--- config.mk ---
export PLATFORM = sky130hd
export DESIGN_NAME = cpu_run_monitor
export DESIGN_NICKNAME = d
export VERILOG_FILES = /design/src/rtl/cpu_run_monitor_pkg.sv /design/src/rtl/cpu_run_monitor_trace_ring.sv /design/src/rtl/cpu_run_monitor.sv
export SDC_FILE = /design/constraint.sdc
export NUM_CORES = 1
export LEC_CHECK = 0
export CELL_PAD_IN_SITES_DETAIL_PLACEMENT = 1
export CELL_PAD_IN_SITES_GLOBAL_PLACEMENT = 1
export CORE_MARGIN = 8
export CORE_UTILIZATION = 42
export DETAILED_ROUTE_END_ITERATION = 8
export PLACE_DENSITY = 0.68
export SLEW_MARGIN = 20
export SYNTH_ARGS = -nofsm -noshare
export SYNTH_HDL_FRONTEND = slang
export SYNTH_SLANG_ARGS = --single-unit
--- constraint.sdc ---
create_clock -name clk_i -period 6.1 [get_ports clk_i]
set_input_delay 0.61 -clock clk_i [delete_from_list [all_inputs] [get_ports clk_i]]
set_output_delay 0.61 -clock clk_i [all_outputs]
set_load 0.03 [all_outputs]
--- src/rtl/cpu_run_monitor_pkg.sv ---
// Shared run-state encodings and helpers for the CPU run monitor.
package cpu_run_monitor_pkg;

  typedef enum logic [1:0] {
    ST_IDLE    = 2'b00,
    ST_RUN     = 2'b01,
    ST_HALTED  = 2'b10,
    ST_TIMEOUT = 2'b11
  } state_e;

  function automatic logic is_done(input state_e s);
    return (s == ST_HALTED) || (s == ST_TIMEOUT);
  endfunction

endpackage

--- src/rtl/cpu_run_monitor_trace_ring.sv ---
// Circular trace buffer of the most recent retired PCs with a 1-cycle registered readout.
// Instruction words are stored only when TRACE_INSTR_EN is defined.
module cpu_run_monitor_trace_ring #(
  parameter int PC_W  = 32,
  parameter int DEPTH = 16
) (
  input  logic                     clk_i,
  input  logic                     reset_i,
  input  logic                     clr_i,
  input  logic                     we_i,
  input  logic [PC_W-1:0]          wr_pc_i,
  input  logic [31:0]              wr_instr_i,
  input  logic                     rd_en_i,
  input  logic [$clog2(DEPTH)-1:0] rd_idx_i,
  output logic                     rd_valid_o,
  output logic                     rd_err_o,
  output logic [PC_W-1:0]          rd_pc_o,
  output logic [31:0]              rd_instr_o
);

  localparam int IW = $clog2(DEPTH);
  localparam int FW = IW + 1;

  logic [PC_W-1:0] mem_pc_q [DEPTH];
  logic [IW-1:0]   wr_ptr_q;
  logic [FW-1:0]   fill_q;
  logic [IW-1:0]   rd_addr_s;
  logic            rd_err_s;
  logic            rd_valid_q;
  logic            rd_err_q;
  logic [PC_W-1:0] rd_pc_q;

  // Oldest entry sits fill slots behind the write pointer; a full ring makes that the pointer itself.
  assign rd_addr_s = wr_ptr_q - fill_q[IW-1:0] + rd_idx_i;
  assign rd_err_s  = ({1'b0, rd_idx_i} >= fill_q);

  always_ff @(posedge clk_i or posedge reset_i) begin
    if (reset_i) begin
      wr_ptr_q <= '0;
      fill_q   <= '0;
    end else if (clr_i) begin
      wr_ptr_q <= '0;
      fill_q   <= '0;
    end else if (we_i) begin
      wr_ptr_q <= wr_ptr_q + IW'(1);
      if (fill_q != FW'(DEPTH)) begin
        fill_q <= fill_q + FW'(1);
      end
    end
  end

  always_ff @(posedge clk_i) begin
    if (we_i) begin
      mem_pc_q[wr_ptr_q] <= wr_pc_i;
    end
  end

  always_ff @(posedge clk_i or posedge reset_i) begin
    if (reset_i) begin
      rd_valid_q <= 1'b0;
      rd_err_q   <= 1'b0;
      rd_pc_q    <= '0;
    end else begin
      rd_valid_q <= rd_en_i;
      if (rd_en_i) begin
        rd_err_q <= rd_err_s;
        rd_pc_q  <= rd_err_s ? '0 : mem_pc_q[rd_addr_s];
      end
    end
  end

  assign rd_valid_o = rd_valid_q;
  assign rd_err_o   = rd_err_q;
  assign rd_pc_o    = rd_pc_q;

`ifdef TRACE_INSTR_EN
  logic [31:0] mem_instr_q [DEPTH];
  logic [31:0] rd_instr_q;

  always_ff @(posedge clk_i) begin
    if (we_i) begin
      mem_instr_q[wr_ptr_q] <= wr_instr_i;
    end
  end

  always_ff @(posedge clk_i or posedge reset_i) begin
    if (reset_i) begin
      rd_instr_q <= '0;
    end else if (rd_en_i) begin
      rd_instr_q <= rd_err_s ? 32'h0 : mem_instr_q[rd_addr_s];
    end
  end

  assign rd_instr_o = rd_instr_q;
`else
  logic unused_instr_s;
  assign unused_instr_s = ^wr_instr_i;
  assign rd_instr_o     = 32'h0;
`endif

endmodule

--- src/rtl/cpu_run_monitor.sv ---
// Run control, cycle/retire counters, halt and watchdog detection for the single-cycle CPU.
// Optional TRACE_INSTR_EN also records instruction words in the trace ring.
module cpu_run_monitor
  import cpu_run_monitor_pkg::*;
#(
  parameter int PC_W        = 32,
  parameter int DEPTH       = 16,
  parameter int MAX_CYCLES  = 4096,
  parameter int HALT_REPEAT = 2,
  parameter int CNT_W       = 32
) (
  input  logic                     clk_i,
  input  logic                     reset_i,
  input  logic                     start_i,
  input  logic                     retire_i,
  input  logic [PC_W-1:0]          pc_i,
  input  logic [31:0]              instr_i,
  input  logic [PC_W-1:0]          end_pc_i,
  output logic [1:0]               state_o,
  output logic                     done_o,
  output logic [CNT_W-1:0]         cycle_count_o,
  output logic [CNT_W-1:0]         retire_count_o,
  input  logic                     rd_req_i,
  input  logic [$clog2(DEPTH)-1:0] rd_idx_i,
  output logic                     rd_valid_o,
  output logic                     rd_err_o,
  output logic [PC_W-1:0]          rd_pc_o,
  output logic [31:0]              rd_instr_o
);

  localparam int REP_W = (HALT_REPEAT > 1) ? $clog2(HALT_REPEAT) : 1;

  state_e           state_q, state_d;
  logic [CNT_W-1:0] cyc_q, cyc_d;
  logic [CNT_W-1:0] ret_q, ret_d;
  logic [REP_W-1:0] rep_q, rep_d;
  logic [PC_W-1:0]  last_pc_q, last_pc_d;
  logic             last_vld_q, last_vld_d;

  logic             we_s;
  logic             clr_s;
  logic             same_pc_s;
  logic [REP_W-1:0] new_rep_s;
  logic             halt_s;
  logic             timeout_s;

  assign we_s      = (state_q == ST_RUN) && retire_i;
  assign clr_s     = start_i && (state_q != ST_RUN);
  // last_pc is only compared once this run has retired something, so a stale PC cannot fake a loop.
  assign same_pc_s = last_vld_q && (pc_i == last_pc_q);
  assign new_rep_s = same_pc_s ? (rep_q + REP_W'(1)) : '0;
  assign halt_s    = we_s && ((pc_i == end_pc_i) || (new_rep_s == REP_W'(HALT_REPEAT - 1)));
  assign timeout_s = (cyc_q == CNT_W'(MAX_CYCLES - 1));

  always_ff @(posedge clk_i or posedge reset_i) begin
    if (reset_i) begin
      state_q    <= ST_IDLE;
      cyc_q      <= '0;
      ret_q      <= '0;
      rep_q      <= '0;
      last_pc_q  <= '0;
      last_vld_q <= 1'b0;
    end else begin
      state_q    <= state_d;
      cyc_q      <= cyc_d;
      ret_q      <= ret_d;
      rep_q      <= rep_d;
      last_pc_q  <= last_pc_d;
      last_vld_q <= last_vld_d;
    end
  end

  always_comb begin
    state_d    = state_q;
    cyc_d      = cyc_q;
    ret_d      = ret_q;
    rep_d      = rep_q;
    last_pc_d  = last_pc_q;
    last_vld_d = last_vld_q;
    case (state_q)
      ST_IDLE, ST_HALTED, ST_TIMEOUT: begin
        if (start_i) begin
          state_d    = ST_RUN;
          cyc_d      = '0;
          ret_d      = '0;
          rep_d      = '0;
          last_vld_d = 1'b0;
        end
      end
      ST_RUN: begin
        if (cyc_q != {CNT_W{1'b1}}) begin
          cyc_d = cyc_q + CNT_W'(1);
        end
        if (retire_i) begin
          if (ret_q != {CNT_W{1'b1}}) begin
            ret_d = ret_q + CNT_W'(1);
          end
          rep_d      = new_rep_s;
          last_pc_d  = pc_i;
          last_vld_d = 1'b1;
        end
        // A halting retire takes priority over a watchdog expiry in the same cycle.
        if (halt_s) begin
          state_d = ST_HALTED;
        end else if (timeout_s) begin
          state_d = ST_TIMEOUT;
        end
      end
      default: state_d = ST_IDLE;
    endcase
  end

  cpu_run_monitor_trace_ring #(
    .PC_W  (PC_W),
    .DEPTH (DEPTH)
  ) u_trace_ring (
    .clk_i      (clk_i),
    .reset_i    (reset_i),
    .clr_i      (clr_s),
    .we_i       (we_s),
    .wr_pc_i    (pc_i),
    .wr_instr_i (instr_i),
    .rd_en_i    (rd_req_i && is_done(state_q)),
    .rd_idx_i   (rd_idx_i),
    .rd_valid_o (rd_valid_o),
    .rd_err_o   (rd_err_o),
    .rd_pc_o    (rd_pc_o),
    .rd_instr_o (rd_instr_o)
  );

  assign state_o        = state_q;
  assign done_o         = is_done(state_q);
  assign cycle_count_o  = cyc_q;
  assign retire_count_o = ret_q;

endmodule

==> results.md, run 1 <==
* Status: complete, no violations
* Worst slew margin at 25.48%
* Post-synth EDFFs at a little over 500
* Vias in the first global route at 17500
* Global-route wire length before repair at 110400 um
* Total Wirelength at 72460 um
* Fin nets at 2051
* Most frequent cells in the layout: 512 x edfxtp_1, 264 x nand2_1, 173 x clkdlybuf4s50_1, 143 x dfrtp_1, 128 x mux4_2
* Synth Flop Type: edfxtp_1
* Placed cell areas at 30060 um2
* Setup_tns at 0 ns
* Critical path launch point: rd_idx_i[1]
* Post-Syn Area at roughly 27000 um2
* Post-CTS sizing at 0
* Min Tclk post-route at around 4 ns
* Port Buf Inserts at 173
* Crit-path max FO at 58
* Slew @ Worst Pin at 1.118 ns
* Synth Instances at 1724
* Hold Crit Class: reg2reg
* H-tree levels at 3
* CORE AREA at 64350 um2
* DR pass1 iterations at 5
* Final Skew at 0.01735 ns
* Post-synth ARST share at 21.83%
* Postcts setup bufs at 0
* Hold_buf cts at 0
* Hold violation count in the final report at 0
* Die Width at around 270 um
* Static leakage at 0.01143 uW
* Die area at between 70000 and 80000 um2
* Setup slack, reg-to-reg at 2.24 ns
* Worst r2r src: u_trace_ring.wr_ptr_q[0]
* Most used cell, CP: inv_1
* Violation count after the first detailed-routing iteration at 1256
* Count of boundary I/O pins at 238
* Period utilization at 64.73%
* Req. time, crit path at 6.58 ns
* Max VDD drop at 0.8201 mV
* Slew Viols, Final at 0
* CTS tree: done
* Yosys warns at 0
* FILL cells at 6122
* Total number of vias at 15840
* Antenna viol nets, final at 0
* CP Cell Sequence: clkdlybuf4s50_1 > inv_1 > fa_1 > inv_1 > fa_4 > buf_12 > mux4_2 > nand2_1 > nand3b_1 > a32o_1
* CTS buffer count at 71
* Worst Hold Launch: u_trace_ring.rd_pc_o[14]
* # rows at 93
* Post-synthesis sequential area ratio at 69.37%
* Endpoints failing setup at 0
* Max capacitance violation total at 0
* Register clock-pin slew on the reported worst setup and hold paths at roughly 0.060 ns
* Post-synth cell types at 56
* #FFs+latches synth at 655
* Post-DP HPWL at 42380 um
* Root Driver: clkbuf_16
* Hold Slack at slightly below 0.5 ns
* Final Wtd Congestion at 0.8155
* Commonest non-fill, non-tap cell in the layout: edfxtp_1
* RSZ-0062 raised after global routing: no
* GRT Util Overall at 19.68%
* Pin count of the biggest net entering global routing at 92
* Starting density of the core at 42.46%
* CP arrival at roughly 4.4 ns
* DRC viols at 0
* CP Launch Type: input port
* Synth Area per Inst at ~16 um2
* CP Capture Type: flop
* Fin area at 32440 um2
* Clock Tree Buf Depth at 3
* Layout cell share with drive strength beyond 1 at 15.62%
* Initial antenna violation count at 6
* Fmax at approximately 0.25 GHz
* Via/cell ratio at 5.574
* Wire per inst at 25.51 um
* Die Y at 271.0 um
* Grt total ovfl at 0
* Slowest CP cell: fa_4
* Pwr Density at roughly 540 nW/um2
* Clock Latency Late Sink at 0.60 ns
* Clock sink count at roughly 660
* Critical path class: in2reg
* Area Overhead vs Synth at 18.73%
* CP peak stage delay at 1.27 ns
==> critical path: cells and delay by family <==
kind	cells	cell delay, ns
fa+ha+maj	2	1.82
mux	1	0.38
buf+inv	4	1.07
simple gates	2	0.22
compound gates	1	0.27
==> metrics by stage <==
step	util, %	total power (uW)	instances	setup slack [ns]
2_1_floorplan	-	10640	1755	1.652
3_3_place_gp	46.70	13000	2708	1.577
3_5_place_dp	46.71	13170	2708	1.563
4_1_cts	50.36	17620	2839	2.154
5_1_grt	50.40	18320	2840	2.045
6_report	50.41	17370	2841	2.151
==> area by class of cell <==
type	instances	area [um2]	area share [%]
antenna	1	2.502	0.007715
timing repair buffer	213	2082	6.419
clock buffer	96	1996	6.153
inverter	25	98.84	0.3047
clock inverter	35	352.8	1.088
tap	855	1070	3.298
sequential	655	18950	58.43
multi-input combinational	961	7881	24.30
==> cells by family (layout without fill, tap and decap cells) <==
logic type	count (synthesis)	in the layout	synth area share, %
other cells	1	33	0.01373
fa+ha+maj	19	19	0.9526
xor+xnor	105	105	3.366
compound gates	106	106	3.000
mux	136	136	10.84
buf+inv	139	369	2.592
simple gates	563	563	9.856
flops	655	655	69.37
==> sequential cells by signal, indices dropped and copies added, names as in the netlist, 2 cells and up <==
signal	count
u_trace_ring.mem_pc_q	512
cycle_count_o	32
last_pc_q	32
retire_count_o	32
u_trace_ring.rd_pc_o	32
u_trace_ring.fill_q	5
u_trace_ring.wr_ptr_q	4
state_o	2
==> synth_stat cells, types with 2 or more instances <==
| library cell | n | area share, % |
|---|---|---|
| and4_1 | 3 | 0.096 |
| inv_1 | 25 | 0.34 |
| or3_1 | 4 | 0.092 |
| and3_1 | 13 | 0.30 |
| ha_1 | 16 | 0.73 |
| or4_1 | 2 | 0.055 |
| edfxtp_1 | 512 | 56 |
| buf_2 | 15 | 0.27 |
| buf_1 | 5 | 0.069 |
| o31ai_1 | 9 | 0.25 |
| o311ai_0 | 3 | 0.096 |
| o41ai_1 | 5 | 0.16 |
| a41oi_1 | 5 | 0.16 |
| nand3_1 | 76 | 1.4 |
| nand2b_1 | 3 | 0.069 |
| nand2_1 | 266 | 3.7 |
| xnor2_1 | 47 | 1.5 |
| and2_1 | 19 | 0.44 |
| mux2i_1 | 8 | 0.29 |
| a21o_1 | 4 | 0.11 |
| a21oi_1 | 10 | 0.18 |
| and4_2 | 3 | 0.11 |
| nor2_1 | 63 | 0.87 |
| xor2_1 | 58 | 1.9 |
| clkbuf_1 | 59 | 0.81 |
| o21ai_0 | 20 | 0.37 |
| a32o_1 | 33 | 1.2 |
| nor3_1 | 10 | 0.18 |
| dfrtp_1 | 143 | 13 |
| and3_2 | 3 | 0.082 |
| nor2b_1 | 2 | 0.046 |
| buf_4 | 32 | 0.88 |
| nor4_1 | 18 | 0.41 |
| o211ai_1 | 7 | 0.19 |
| nand4_1 | 38 | 0.87 |
| mux4_2 | 128 | 11 |
| fa_1 | 3 | 0.22 |
| nand3b_1 | 32 | 0.88 |
| a211oi_1 | 2 | 0.055 |
| a31oi_1 | 4 | 0.092 |
==> routing by layer <==
layer / wire length (um) / vias to the layer above / global-route usage (%)
li1: - / 6929 / -
met1: 30850 / 8356 / 25.76
met2: 35070 / 430 / 32.12
met3: 4693 / 114 / 4.869
met4: 1811 / 6 / 6.368
met5: 41 / - / 0
==> worst paths after layout <==
| kind | cells past startpoint | endpoint |
|---|---|---|
| setup / recovery | 10 | u_trace_ring.rd_pc_o[12] |
| hold / removal | 1 | u_trace_ring.rd_pc_o[14] |
| setup reg to reg | 10 | u_trace_ring.rd_pc_o[12] |
| hold reg to reg | 1 | u_trace_ring.rd_pc_o[14] |
| max in group asynchronous | 3 | last_pc_q[4] |
| min in group asynchronous | 2 | u_trace_ring.fill_q[3] |
==> power by group <==
part | internal, uW | switching (uW) | total (uW) | leakage (uW)
sequential | 5200 | 193 | 5400 | 0.00648
clock | 2560 | 1760 | 4320 | 0.00114
combinational | 3060 | 4600 | 7660 | 0.00381
(Power assumes the default switching activity.)
==> inputs of run 2 (changes only) <==
Settings changed: PLACE_DENSITY 0.68 to 0.71.
Clock period 6.1 ns to 3.4 ns, I/O delays scaled along.
==> results.md, run 2 (synthesized netlist as in run 1, its figures left out) <==
* CTS tree: done (unchanged)
* Violation count after the first detailed-routing iteration at 1304 (was 1256)
* Count of boundary I/O pins at 238 (unchanged)
* Register clock-pin slew on the reported worst setup and hold paths at 0.06 ns (about the same)
* Req. time, crit path at 3.89 ns (was 6.58 ns)
* Inst Count DP at 2777 (was 2708)
* Biggest register: u_trace_ring.mem_pc_q (unchanged)
* Worst slew margin at 39.47% (was 25.48%)
* Static leakage at 0.01184 uW (was 0.01143 uW)
* Port Buf Inserts at 173 (unchanged)
* Slew Viols, Final at 0 (unchanged)
* Slew @ Worst Pin at 0.9046 ns (was 1.118 ns)
* Critical path class: reg2reg (was in2reg)
* Root Driver: clkbuf_16 (unchanged)
* Hold Crit Class: in2async (was reg2reg)
* Die area at 73470 um2 (unchanged)
* Via/cell ratio at 5.665 (was 5.574)
* Die Y at 271.0 um (unchanged)
* Wire per inst at 26.84 um (was 25.51 um)
* Slowest CP cell: fa_4 (unchanged)
* Fin area at 33110 um2 (was 32440 um2)
* Most frequent cells in the layout: 512 x edfxtp_1, 264 x nand2_1, 173 x clkdlybuf4s50_1, 143 x dfrtp_1, 128 x mux4_2 (unchanged)
* Initial antenna violation count at 3 (was 6)
* Pin count of the biggest net entering global routing at 47 (was 92)
* Period utilization at 94.93%
* Clock Tree Buf Depth at 3 (unchanged)
* # rows at 93 (unchanged)
* Max VDD drop at 1.866 mV (was 0.8201 mV)
* Pwr Density at 974.9 nW/um2 (was 535.6 nW/um2)
* Global-route wire length before repair at 116400 um (was 110400 um)
* WP depth at 11 (was 10)
* RSZ-0062 raised after global routing: no (unchanged)
* Hold Slack at 0.1432 ns (was 0.4871 ns)
* Vias in the first global route at 17960 (was 17500)
* Die Width at 271.0 um (unchanged)
* Pre-CTS setup slack at -0.2002 ns (was 1.563 ns)
* Number of flip-flops in the largest register at 512 (unchanged)
* CP Launch Type: flop (was input port)
* Commonest non-fill, non-tap cell in the layout: edfxtp_1 (unchanged)
* Buf+Inv Stages, Crit Path at 4 (unchanged)
* Fin cells at 2911 (was 2841)
* CP Capture Type: flop (unchanged)
* Placed cell areas at 30770 um2 (was 30060 um2)
* Most used cell, CP: inv_1 (unchanged)
* CP peak stage delay at 0.90 ns (was 1.27 ns)
* CORE AREA at 64350 um2 (unchanged)
* Hold_buf cts at 0 (unchanged)
* Clock Latency Late Sink at 0.61 ns (was 0.60 ns)
* GRT Util Overall at 21.09% (was 19.68%)
* Post-CTS sizing at 0 (unchanged)
* R2R cell count at 11 (was 10)
* Min Tclk post-route at 3.228 ns
* CTS buffer count at 72 (was 71)
* Final Skew at 0.02670 ns (was 0.01735 ns)
* H-tree levels at 3 (unchanged)
* CP Cell Sequence: inv_1 > ha_1 > inv_1 > ha_4 > fa_4 > buf_12 > buf_4 > mux4_2 > nand2_1 > nand3b_1 > a32o_1 (was clkdlybuf4s50_1 > inv_1 > fa_1 > inv_1 > fa_4 > buf_12 > mux4_2 > nand2_1 > nand3b_1 > a32o_1)
* DRC viols at 0 (unchanged)
* Postcts setup bufs at 0 (unchanged)
* Post-layout power at 32280 uW (was 17370 uW)
* Post-DP HPWL at 48500 um (was 42380 um)
* Layout cell share with drive strength beyond 1 at 18.64% (was 15.62%)
* Hold violation count in the final report at 0 (unchanged)
* Fin nets at 2120 (was 2051)
* Status: complete, no violations (unchanged)
* CP arrival at 3.72 ns (was 4.43 ns)
* Clock sink count at 655 (unchanged)
* Endpoints failing setup at 0 (unchanged)
* Starting density of the core at 42.46% (unchanged)
* Area Overhead vs Synth at 21.20% (was 18.73%)
* Grt total ovfl at 0 (unchanged)
* Max capacitance violation total at 0 (unchanged)
* Antenna viol nets, final at 0 (unchanged)
* Crit-path max FO at 10 (was 58)
* DR pass1 iterations at 5 (unchanged)
* Total number of vias at 16490 (was 15840)
* Final setup margin at 0.1723 ns (was 2.151 ns)
* Total Wirelength at 78140 um (was 72460 um)
* Final Wtd Congestion at 0.8001 (was 0.8155)
* Fmax at just over 0.3 GHz
* Critical path's top delay family: adder cells (unchanged)
==> run 2: area by class of cell <==
cell class | instances | area, um2
multi-input combinational | 961 | 7869
tap | 855 | 1070
timing repair buffer | 281 | 2780
fill | 6124 | 31240
clock inverter | 37 | 366.6
sequential | 655 | 18950
inverter | 25 | 97.59
clock buffer | 96 | 1973
antenna | 1 | 2.502
==> run 2: worst paths after layout <==
kind	from	endpoint	slack, ns
setup / recovery	u_trace_ring.wr_ptr_q[0]	u_trace_ring.rd_pc_o[2]	0.17
hold / removal	reset_i	u_trace_ring.rd_pc_o[29]	0.14
setup reg to reg	u_trace_ring.wr_ptr_q[0]	u_trace_ring.rd_pc_o[2]	0.17
hold reg to reg	u_trace_ring.rd_pc_o[14]	u_trace_ring.rd_pc_o[14]	0.49
max in group asynchronous	reset_i	u_trace_ring.rd_pc_o[20]	2.15
min in group clk_i	u_trace_ring.rd_pc_o[14]	u_trace_ring.rd_pc_o[14]	0.49
==> run 2: metrics by stage <==
step | TNS [ns] | util [%]
finish | 0 | 51.46
global route | 0 | 51.45
CTS | 0 | 51.45
detailed placement | -5.114 | 47.82
global placement | -4.291 | 47.82
floorplan | 0 | -
==> run 2: layer usage <==
metal	global-route usage [%]	part of all wire [%]	wire [um]
met1	26.71	40	31460
met2	35.72	50	38750
met3	5.460	7.9	6160
met4	5.889	2.2	1722
met5	0	0.051	40
==> run 2: worst reg2reg max path: stages (launching register included) <==
cell and delay (ns):
dfrtp_1 0.46, inv_1 0.12, ha_1 0.29, inv_1 0.06
ha_4 0.16, fa_4 0.90, buf_12 0.18, buf_4 0.19
mux4_2 0.31, nand2_1 0.08, nand3b_1 0.09, a32o_1 0.28
==> run 2: report_power, final <==
group / switching (uW) / internal (uW)
Sequential: 364 / 9330
Combinational: 8390 / 6490
Clock: 3210 / 4510
Total: 12000 / 20300
